--- config.mk ---
export PLATFORM = sky130hd
export DESIGN_NAME = inst_fetch_flat
export DESIGN_NICKNAME = d
export VERILOG_FILES = /design/src/rtl/inst_fetch_pkg.sv /design/src/rtl/inst_fetch_if.sv /design/src/rtl/inst_fetch_buffer.sv /design/src/rtl/inst_fetch.sv /design/src/flat_wrapper.sv
export SDC_FILE = /design/constraint.sdc
export NUM_CORES = 1
export LEC_CHECK = 0
export CELL_PAD_IN_SITES_DETAIL_PLACEMENT = 1
export CELL_PAD_IN_SITES_GLOBAL_PLACEMENT = 2
export CORE_ASPECT_RATIO = 0.5
export CORE_MARGIN = 2
export CORE_UTILIZATION = 38
export CTS_BUF_LIST = sky130_fd_sc_hd__clkbuf_4
export CTS_CLUSTER_DIAMETER = 80
export DETAILED_ROUTE_END_ITERATION = 8
export PLACE_DENSITY = 0.95
export SYNTH_ARGS = -nofsm -noshare
export SYNTH_HDL_FRONTEND = slang
export SYNTH_HIERARCHICAL = 1
export SYNTH_SLANG_ARGS = --single-unit
--- constraint.sdc ---
create_clock -name clk -period 6.1 [get_ports clk]
set_input_delay 0.61 -clock clk [delete_from_list [all_inputs] [get_ports clk]]
set_output_delay 0.61 -clock clk [all_outputs]
set_load 0.01 [all_outputs]
--- src/rtl/inst_fetch_pkg.sv ---
// Shared ISA constants, fault-cause encodings and types for the instruction fetch stage.
package inst_fetch_pkg;

  localparam int                   ISA__XLEN         = 32;
  localparam logic [ISA__XLEN-1:0] ISA__RESET_VECTOR = 32'h0000_0000;

  localparam logic ISA__CAUSE_MISALIGNED = 1'b0;
  localparam logic ISA__CAUSE_ACCESS     = 1'b1;

  typedef enum logic [1:0] {
    ST_START,
    ST_FETCH,
    ST_FLUSH,
    ST_FAULT
  } fetch_state_e;

  typedef struct packed {
    logic [ISA__XLEN-1:0] inst;
    logic [ISA__XLEN-1:0] pc;
    logic                 fault;
    logic                 cause;
  } fetch_entry_t;

  function automatic logic is_misaligned(input logic [1:0] pc_lsb);
    return pc_lsb != 2'b00;
  endfunction

endpackage

--- src/rtl/inst_fetch_if.sv ---
// Instruction memory bus, redirect input and decode-side output of the fetch stage.
interface inst_fetch_if;
  import inst_fetch_pkg::*;

  // A transfer happens on a rising edge where valid (mem_req / inst_valid) and ready
  // (mem_ack / inst_ready) are both high; mem_req holds mem_addr stable until mem_ack,
  // while inst_valid is withdrawn without a transfer only by a redirect flush.
  logic                 mem_req;
  logic [ISA__XLEN-1:0] mem_addr;
  logic                 mem_ack;
  logic [ISA__XLEN-1:0] mem_rdata;
  logic                 mem_err;

  logic                 redirect;
  logic [ISA__XLEN-1:0] redirect_pc;

  logic                 inst_valid;
  logic                 inst_ready;
  logic [ISA__XLEN-1:0] inst;
  logic [ISA__XLEN-1:0] inst_pc;
  logic                 fetch_fault;
  logic                 fault_cause;

  modport master (
    output mem_req, mem_addr,
    input  mem_ack, mem_rdata, mem_err,
    input  redirect, redirect_pc,
    output inst_valid, inst, inst_pc, fetch_fault, fault_cause,
    input  inst_ready
  );

  modport slave (
    input  mem_req, mem_addr,
    output mem_ack, mem_rdata, mem_err,
    output redirect, redirect_pc,
    input  inst_valid, inst, inst_pc, fetch_fault, fault_cause,
    output inst_ready
  );

endinterface

--- src/rtl/inst_fetch_buffer.sv ---
// Two-entry FIFO between the fetch bus and decode; slot0 is always the head.
module fetch_buffer
  import inst_fetch_pkg::*;
(
  input  logic         clk,
  input  logic         rst,
  input  logic         push_i,
  input  fetch_entry_t push_entry_i,
  input  logic         pop_i,
  input  logic         flush_i,
  output fetch_entry_t head_o,
  output logic [1:0]   count_o
);

  fetch_entry_t slot0_q, slot0_d;
  fetch_entry_t slot1_q, slot1_d;
  logic [1:0]   count_q, count_d;

  always_comb begin
    slot0_d = slot0_q;
    slot1_d = slot1_q;
    count_d = count_q;
    if (flush_i) begin
      // A flush may carry a single replacement entry (misaligned-redirect fault).
      count_d = {1'b0, push_i};
      if (push_i) slot0_d = push_entry_i;
    end else begin
      case ({push_i, pop_i})
        2'b10: begin
          if (count_q == 2'd0) slot0_d = push_entry_i;
          else                 slot1_d = push_entry_i;
          count_d = count_q + 2'd1;
        end
        2'b01: begin
          slot0_d = slot1_q;
          count_d = count_q - 2'd1;
        end
        2'b11: begin
          if (count_q == 2'd1) begin
            slot0_d = push_entry_i;
          end else begin
            slot0_d = slot1_q;
            slot1_d = push_entry_i;
          end
        end
        default: ;
      endcase
    end
  end

  always_ff @(posedge clk or posedge rst) begin
    if (rst) begin
      slot0_q <= '0;
      slot1_q <= '0;
      count_q <= 2'd0;
    end else begin
      slot0_q <= slot0_d;
      slot1_q <= slot1_d;
      count_q <= count_d;
    end
  end

  assign head_o  = slot0_q;
  assign count_o = count_q;

endmodule

--- src/rtl/inst_fetch.sv ---
// Fetch stage: PC generation, single-outstanding instruction reads, redirect squashing
// and in-band fault reporting into a two-entry output buffer.
module inst_fetch
  import inst_fetch_pkg::*;
#(
  parameter logic [ISA__XLEN-1:0] RESET_VECTOR = ISA__RESET_VECTOR
) (
  input  logic         clk,
  input  logic         rst,
  inst_fetch_if.master bus,
  output fetch_state_e state_o
);

  fetch_state_e         state_q, state_d;
  logic [ISA__XLEN-1:0] pc_q, pc_d;
  logic [ISA__XLEN-1:0] mem_addr_q, mem_addr_d;
  logic                 mem_req_q, mem_req_d;

  logic                 ack;
  logic                 pending;
  logic                 pop;
  logic                 push;
  logic                 flush;
  fetch_entry_t         push_entry;
  fetch_entry_t         head;
  logic [1:0]           count;
  logic [2:0]           occ_after;

  assign ack     = mem_req_q & bus.mem_ack;
  assign pending = mem_req_q & ~bus.mem_ack;
  assign pop     = (count != 2'd0) & bus.inst_ready;
  // Occupancy after this edge when the only possible push is the bus ack.
  assign occ_after = {1'b0, count} - {2'b00, pop} + {2'b00, ack};

  always_comb begin
    state_d    = state_q;
    pc_d       = pc_q;
    mem_req_d  = mem_req_q;
    mem_addr_d = mem_addr_q;
    push       = 1'b0;
    push_entry = '0;
    flush      = 1'b0;
    if (bus.redirect) begin
      flush = 1'b1;
      pc_d  = bus.redirect_pc;
      if (is_misaligned(bus.redirect_pc[1:0])) begin
        push       = 1'b1;
        push_entry = '{inst: '0, pc: bus.redirect_pc, fault: 1'b1, cause: ISA__CAUSE_MISALIGNED};
        state_d    = ST_FAULT;
        mem_req_d  = pending;
      end else if (pending) begin
        state_d = ST_FLUSH;
      end else begin
        state_d    = ST_FETCH;
        mem_req_d  = 1'b1;
        mem_addr_d = bus.redirect_pc;
      end
    end else begin
      case (state_q)
        ST_START: begin
          state_d    = ST_FETCH;
          mem_req_d  = 1'b1;
          mem_addr_d = pc_q;
        end
        ST_FETCH: begin
          if (ack && bus.mem_err) begin
            push       = 1'b1;
            push_entry = '{inst: '0, pc: mem_addr_q, fault: 1'b1, cause: ISA__CAUSE_ACCESS};
            state_d    = ST_FAULT;
            mem_req_d  = 1'b0;
          end else if (!pending) begin
            if (ack) begin
              push       = 1'b1;
              push_entry = '{inst: bus.mem_rdata, pc: mem_addr_q, fault: 1'b0, cause: 1'b0};
              pc_d       = pc_q + ISA__XLEN'(4);
            end
            mem_req_d = occ_after < 3'd2;
            if (occ_after < 3'd2) mem_addr_d = pc_d;
          end
        end
        ST_FLUSH: begin
          // Wrong-path data is dropped; pc_q already holds the redirect target.
          if (ack) begin
            state_d    = ST_FETCH;
            mem_req_d  = 1'b1;
            mem_addr_d = pc_q;
          end
        end
        ST_FAULT: begin
          mem_req_d = pending;
        end
        default: ;
      endcase
    end
  end

  always_ff @(posedge clk or posedge rst) begin
    if (rst) begin
      state_q    <= ST_START;
      pc_q       <= RESET_VECTOR;
      mem_req_q  <= 1'b0;
      mem_addr_q <= '0;
    end else begin
      state_q    <= state_d;
      pc_q       <= pc_d;
      mem_req_q  <= mem_req_d;
      mem_addr_q <= mem_addr_d;
    end
  end

  fetch_buffer u_buffer (
    .clk          (clk),
    .rst          (rst),
    .push_i       (push),
    .push_entry_i (push_entry),
    .pop_i        (pop),
    .flush_i      (flush),
    .head_o       (head),
    .count_o      (count)
  );

  assign bus.mem_req     = mem_req_q;
  assign bus.mem_addr    = mem_addr_q;
  assign bus.inst_valid  = count != 2'd0;
  assign bus.inst        = head.inst;
  assign bus.inst_pc     = head.pc;
  assign bus.fetch_fault = head.fault;
  assign bus.fault_cause = head.cause;
  assign state_o         = state_q;

endmodule

--- src/flat_wrapper.sv ---
// flat-port wrapper written by rule: the top's interface ports become plain ports
module inst_fetch_flat import inst_fetch_pkg::*;
#(
  parameter logic [ISA__XLEN-1:0] RESET_VECTOR = ISA__RESET_VECTOR
)
  (clk, rst, state_o, bus_mem_req, bus_mem_addr, bus_mem_ack, bus_mem_rdata, bus_mem_err, bus_redirect, bus_redirect_pc, bus_inst_valid, bus_inst, bus_inst_pc, bus_fetch_fault, bus_fault_cause, bus_inst_ready);
  inst_fetch_if bus_i ();
  input  logic clk;
  input  logic rst;
  output fetch_state_e state_o;
  output wire logic [$bits(bus_i.mem_req)-1:0] bus_mem_req;
  output wire logic [$bits(bus_i.mem_addr)-1:0] bus_mem_addr;
  input wire logic [$bits(bus_i.mem_ack)-1:0] bus_mem_ack;
  input wire logic [$bits(bus_i.mem_rdata)-1:0] bus_mem_rdata;
  input wire logic [$bits(bus_i.mem_err)-1:0] bus_mem_err;
  input wire logic [$bits(bus_i.redirect)-1:0] bus_redirect;
  input wire logic [$bits(bus_i.redirect_pc)-1:0] bus_redirect_pc;
  output wire logic [$bits(bus_i.inst_valid)-1:0] bus_inst_valid;
  output wire logic [$bits(bus_i.inst)-1:0] bus_inst;
  output wire logic [$bits(bus_i.inst_pc)-1:0] bus_inst_pc;
  output wire logic [$bits(bus_i.fetch_fault)-1:0] bus_fetch_fault;
  output wire logic [$bits(bus_i.fault_cause)-1:0] bus_fault_cause;
  input wire logic [$bits(bus_i.inst_ready)-1:0] bus_inst_ready;
  assign bus_mem_req = bus_i.mem_req;
  assign bus_mem_addr = bus_i.mem_addr;
  assign bus_i.mem_ack = bus_mem_ack;
  assign bus_i.mem_rdata = bus_mem_rdata;
  assign bus_i.mem_err = bus_mem_err;
  assign bus_i.redirect = bus_redirect;
  assign bus_i.redirect_pc = bus_redirect_pc;
  assign bus_inst_valid = bus_i.inst_valid;
  assign bus_inst = bus_i.inst;
  assign bus_inst_pc = bus_i.inst_pc;
  assign bus_fetch_fault = bus_i.fetch_fault;
  assign bus_fault_cause = bus_i.fault_cause;
  assign bus_i.inst_ready = bus_inst_ready;
  inst_fetch #(.RESET_VECTOR(RESET_VECTOR)) u_core (.clk(clk), .rst(rst), .bus(bus_i), .state_o(state_o));
endmodule
==> flow_summary_export.csv <==
group,metric,value,unit
yosys,synth.cell_area,10840,µm²
yosys,synthFlopType,"dfrtp_1",
detailed_routing,wl,34880,µm
power,finalPower,5.368,mW
yosys,yosys.area.top_type_share,0.4641,
cells_and_area,nNetsFinal,1305,
yosys,synthesis.nets,1162,
yosys,seq_area_frac_synth,0.4641,
timing,fin_crit,4.235,ns
min_path,hold_path.class,"in -> async",
yosys,synthTopCellsByCount,"201 x dfrtp_1, 103 x o21ai_0, 87 x nor3_1",
worst_setup_path,endpoint_kind,"register",
detailed_routing,dr.first_iter.drc_count,715,
worst_setup_path,required,6.59,ns
floorplan,start_util,0.3889,
yosys,ys_ff_latch,201,
yosys,yosysTopAreaCell,"dfrtp_1",
cells_and_area,areaGrowthSynthToFinish,22.73,%
placed_design,gp_congestion,0.8526,
floorplan,die_h,123.4,µm
job,maxCapViolCount,0,
yosys,synth_edf_count,0,
cells_and_area,final_util,0.4773,
clocking,clock-sinks,201,
yosys,synth_top_family_by_area,"simple AND/OR/NAND/NOR gates",
yosys,synth_cells,1086,
placed_design,portBuffers,171,
floorplan,core,27870,µm²
detailed_routing,wire_per_inst,21.23,µm
yosys,yosys_warnings,6,
global_route,grt_pass1_wl,55470,µm
cells_and_area,seqCellArea,5030,µm²
worst_setup_path,max_stage_delay,0.77,ns
global_route,track_usage,0.2331,
yosys,syn_area_per_cell,9.980,µm²
detailed_routing,drc,0,
clocking,tritoncts,"yes",
clocking,hold_buffers,0,
worst_setup_path,crit_arrival,4.73,ns
detailed_routing,viasPerCell,5.690,
timing,final-max-slew-violation-count,0,
floorplan,die_width,242.8,µm
global_route,first_global_vias,9936,
detailed_routing,drt_first_pass_iters,4,
global_route,overflow,0,
worst_setup_path,crit_start,"u_core/u_buffer/count_o[1]",
power,power.leakage,5.446,nW
global_route,antenna_found_initial,3,
clocking,htreeDepth,2,
yosys,muxShareOfSynthArea,0.1134,
clocking,clockRootBuffer,"clkbuf_4",
status,status,"finished clean",
detailed_routing,antenna_left,0,
floorplan,fp-row-count,43,
timing,grt_setup_unrepaired,"no",
worst_setup_path,r2r-start,"u_core/u_buffer/count_o[1]",
cells_and_area,drive_above_1_share,0.1463,
yosys,synthAdderAreaFrac,0.007619,
timing,final_hold_viol_count,0,
placed_design,placed_cell_area,12710,µm²
yosys,yosysMostFrequentCell,"dfrtp_1",
clocking,postCtsSetupRepairBufs,0,
timing,maxSlewHeadroom,0.1349,
clocking,numCtsBuffers,50,
power,power_density,403.6,nW/µm²
yosys,synth_compound_area_frac,0.1478,
worst_setup_path,cp_slowest_cell,"a311o_2",
floorplan,ioPinCount,172,
cells_and_area,multi_input_area,5273,µm²
clocking,clock_latency,0.67,ns
detailed_routing,vias,9349,
power,ir_drop,0.0001448,V
cells_and_area,stdcell_area,13300,µm²
clocking,clkTransAtPathRegs,0.07,ns
clocking,clockBufferDepth,3,
timing,setup_viol_count_final,0,
yosys,synth_area_leaders,"dfrtp_1 46%, o21ai_0 4.8%, mux2_2 4.6%",
worst_setup_path,cp_top_family,"simple AND/OR/NAND/NOR gates",
floorplan,die-area,29970,µm²
worst_setup_path,cp_cell_sequence,"or2_2 > and2_1 > ha_1 > nand2b_1 > fa_1 > xnor2_1 > nand4b_1 > a311o_2 > nor2_1 > a221oi_1",
global_route,grt_max_degree,92,
timing,period_share,0.6942,
clocking,postCtsResizedCells,0,
timing,fin_setup_tns,0,ns
placed_design,dp_hpwl,23450,µm
timing,max_freq,0.2361,GHz
yosys,synthXorXnorAreaFrac,0.03879,
timing,fin_skew,0.02542,ns
worst_setup_path,path_max_fanout,56,
worst_setup_path,startpoint_type,"register",
yosys,synthArstFlopShare,1.000,
yosys,synth_cell_types,59,
yosys,synthSimpleGateAreaFrac,0.1773,
timing,worst_slew_pin_slew,1.294,ns
cells_and_area,fillers,3150,
worst_setup_path,path_buf_inv,0,
worst_setup_path,critPathKind,"reg -> reg",
-- area by class of cell --
cell class / count / share of cell area
Multi-Input combinational cell: 770 / 0.3964
Sequential cell: 201 / 0.3781
Timing Repair Buffer: 190 / 0.1403
Clock buffer: 74 / 0.04176
Tap cell: 382 / 0.03593
Inverter: 16 / 0.004891
Clock inverter: 7 / 0.001975
Antenna cell: 3 / 0.0005644
-- where the power goes --
part	internal [mW]	switching, mW
Clock	0.546	0.561
Combinational	1.06	1.06
Sequential	1.79	0.351
-- per-layer routing --
layer / global-route usage / part of all wire
met3: 0.04016 / 0.042
met4: 0.09471 / 0.032
met1: 0.3103 / 0.45
met2: 0.3821 / 0.47
met5: 0 / 0
-- metrics by stage --
stage / std cells / hold slack, ns / setup slack, ns
after global placement: 1559 / 0.4728 / 1.670
after CTS: 1640 / 0.4979 / 1.898
final: 1643 / 0.4967 / 1.865
after detailed placement: 1559 / 0.4827 / 1.468
after global routing: 1643 / 0.5163 / 1.577
after floorplan: 1086 / 0.4638 / 1.907
-- cell families after synthesis --
logic type                 count (synthesis)
AOI/OAI and AO/OA                        256
xor gates and xnor gates                  48
adders and majority gates                  6
buffers and inverters                    115
DFF                                      201
muxes                                    101
and+or+nand+nor                          359
-- cell usage in the layout, fill, tap and decap left out, types with 18 or more instances in the layout --
cell type and count:
clkdlybuf4s50_1 171, nor3_1 87, dfrtp_1 201, a31oi_1 68, a22o_1 27, nor2_1 20
clkbuf_4 74, mux2_4 30, o21ai_0 103, mux2_2 44, buf_4 18, xor2_1 21
xnor2_1 27, nand3_1 82, and2_1 39, nand2_1 46
-- flip-flops by register name (all words and copies together) (netlist names) --
name,flops
u_core/bus.mem_req,1
u_core/u_buffer/head_o,66
u_core/pc_q,32
u_core/u_buffer/count_o,2
u_core/u_buffer/slot1_q,66
u_core/state_o,2
u_core/bus.mem_addr,32
-- path summary, 6_finish.rpt --
check	slack, ns	end	depth (start not counted)
setup / recovery	1.87	u_core/bus.mem_addr[25]	10
hold / removal	0.50	u_core/u_buffer/slot1_q[17]	2
setup reg to reg	1.87	u_core/bus.mem_addr[25]	10
hold reg to reg	0.50	u_core/u_buffer/slot1_q[25]	1
max in group asynchronous	4.39	u_core/u_buffer/slot1_q[31]	3
min in group clk	0.50	u_core/u_buffer/slot1_q[25]	1
Power figures use the tool's default switching activity.
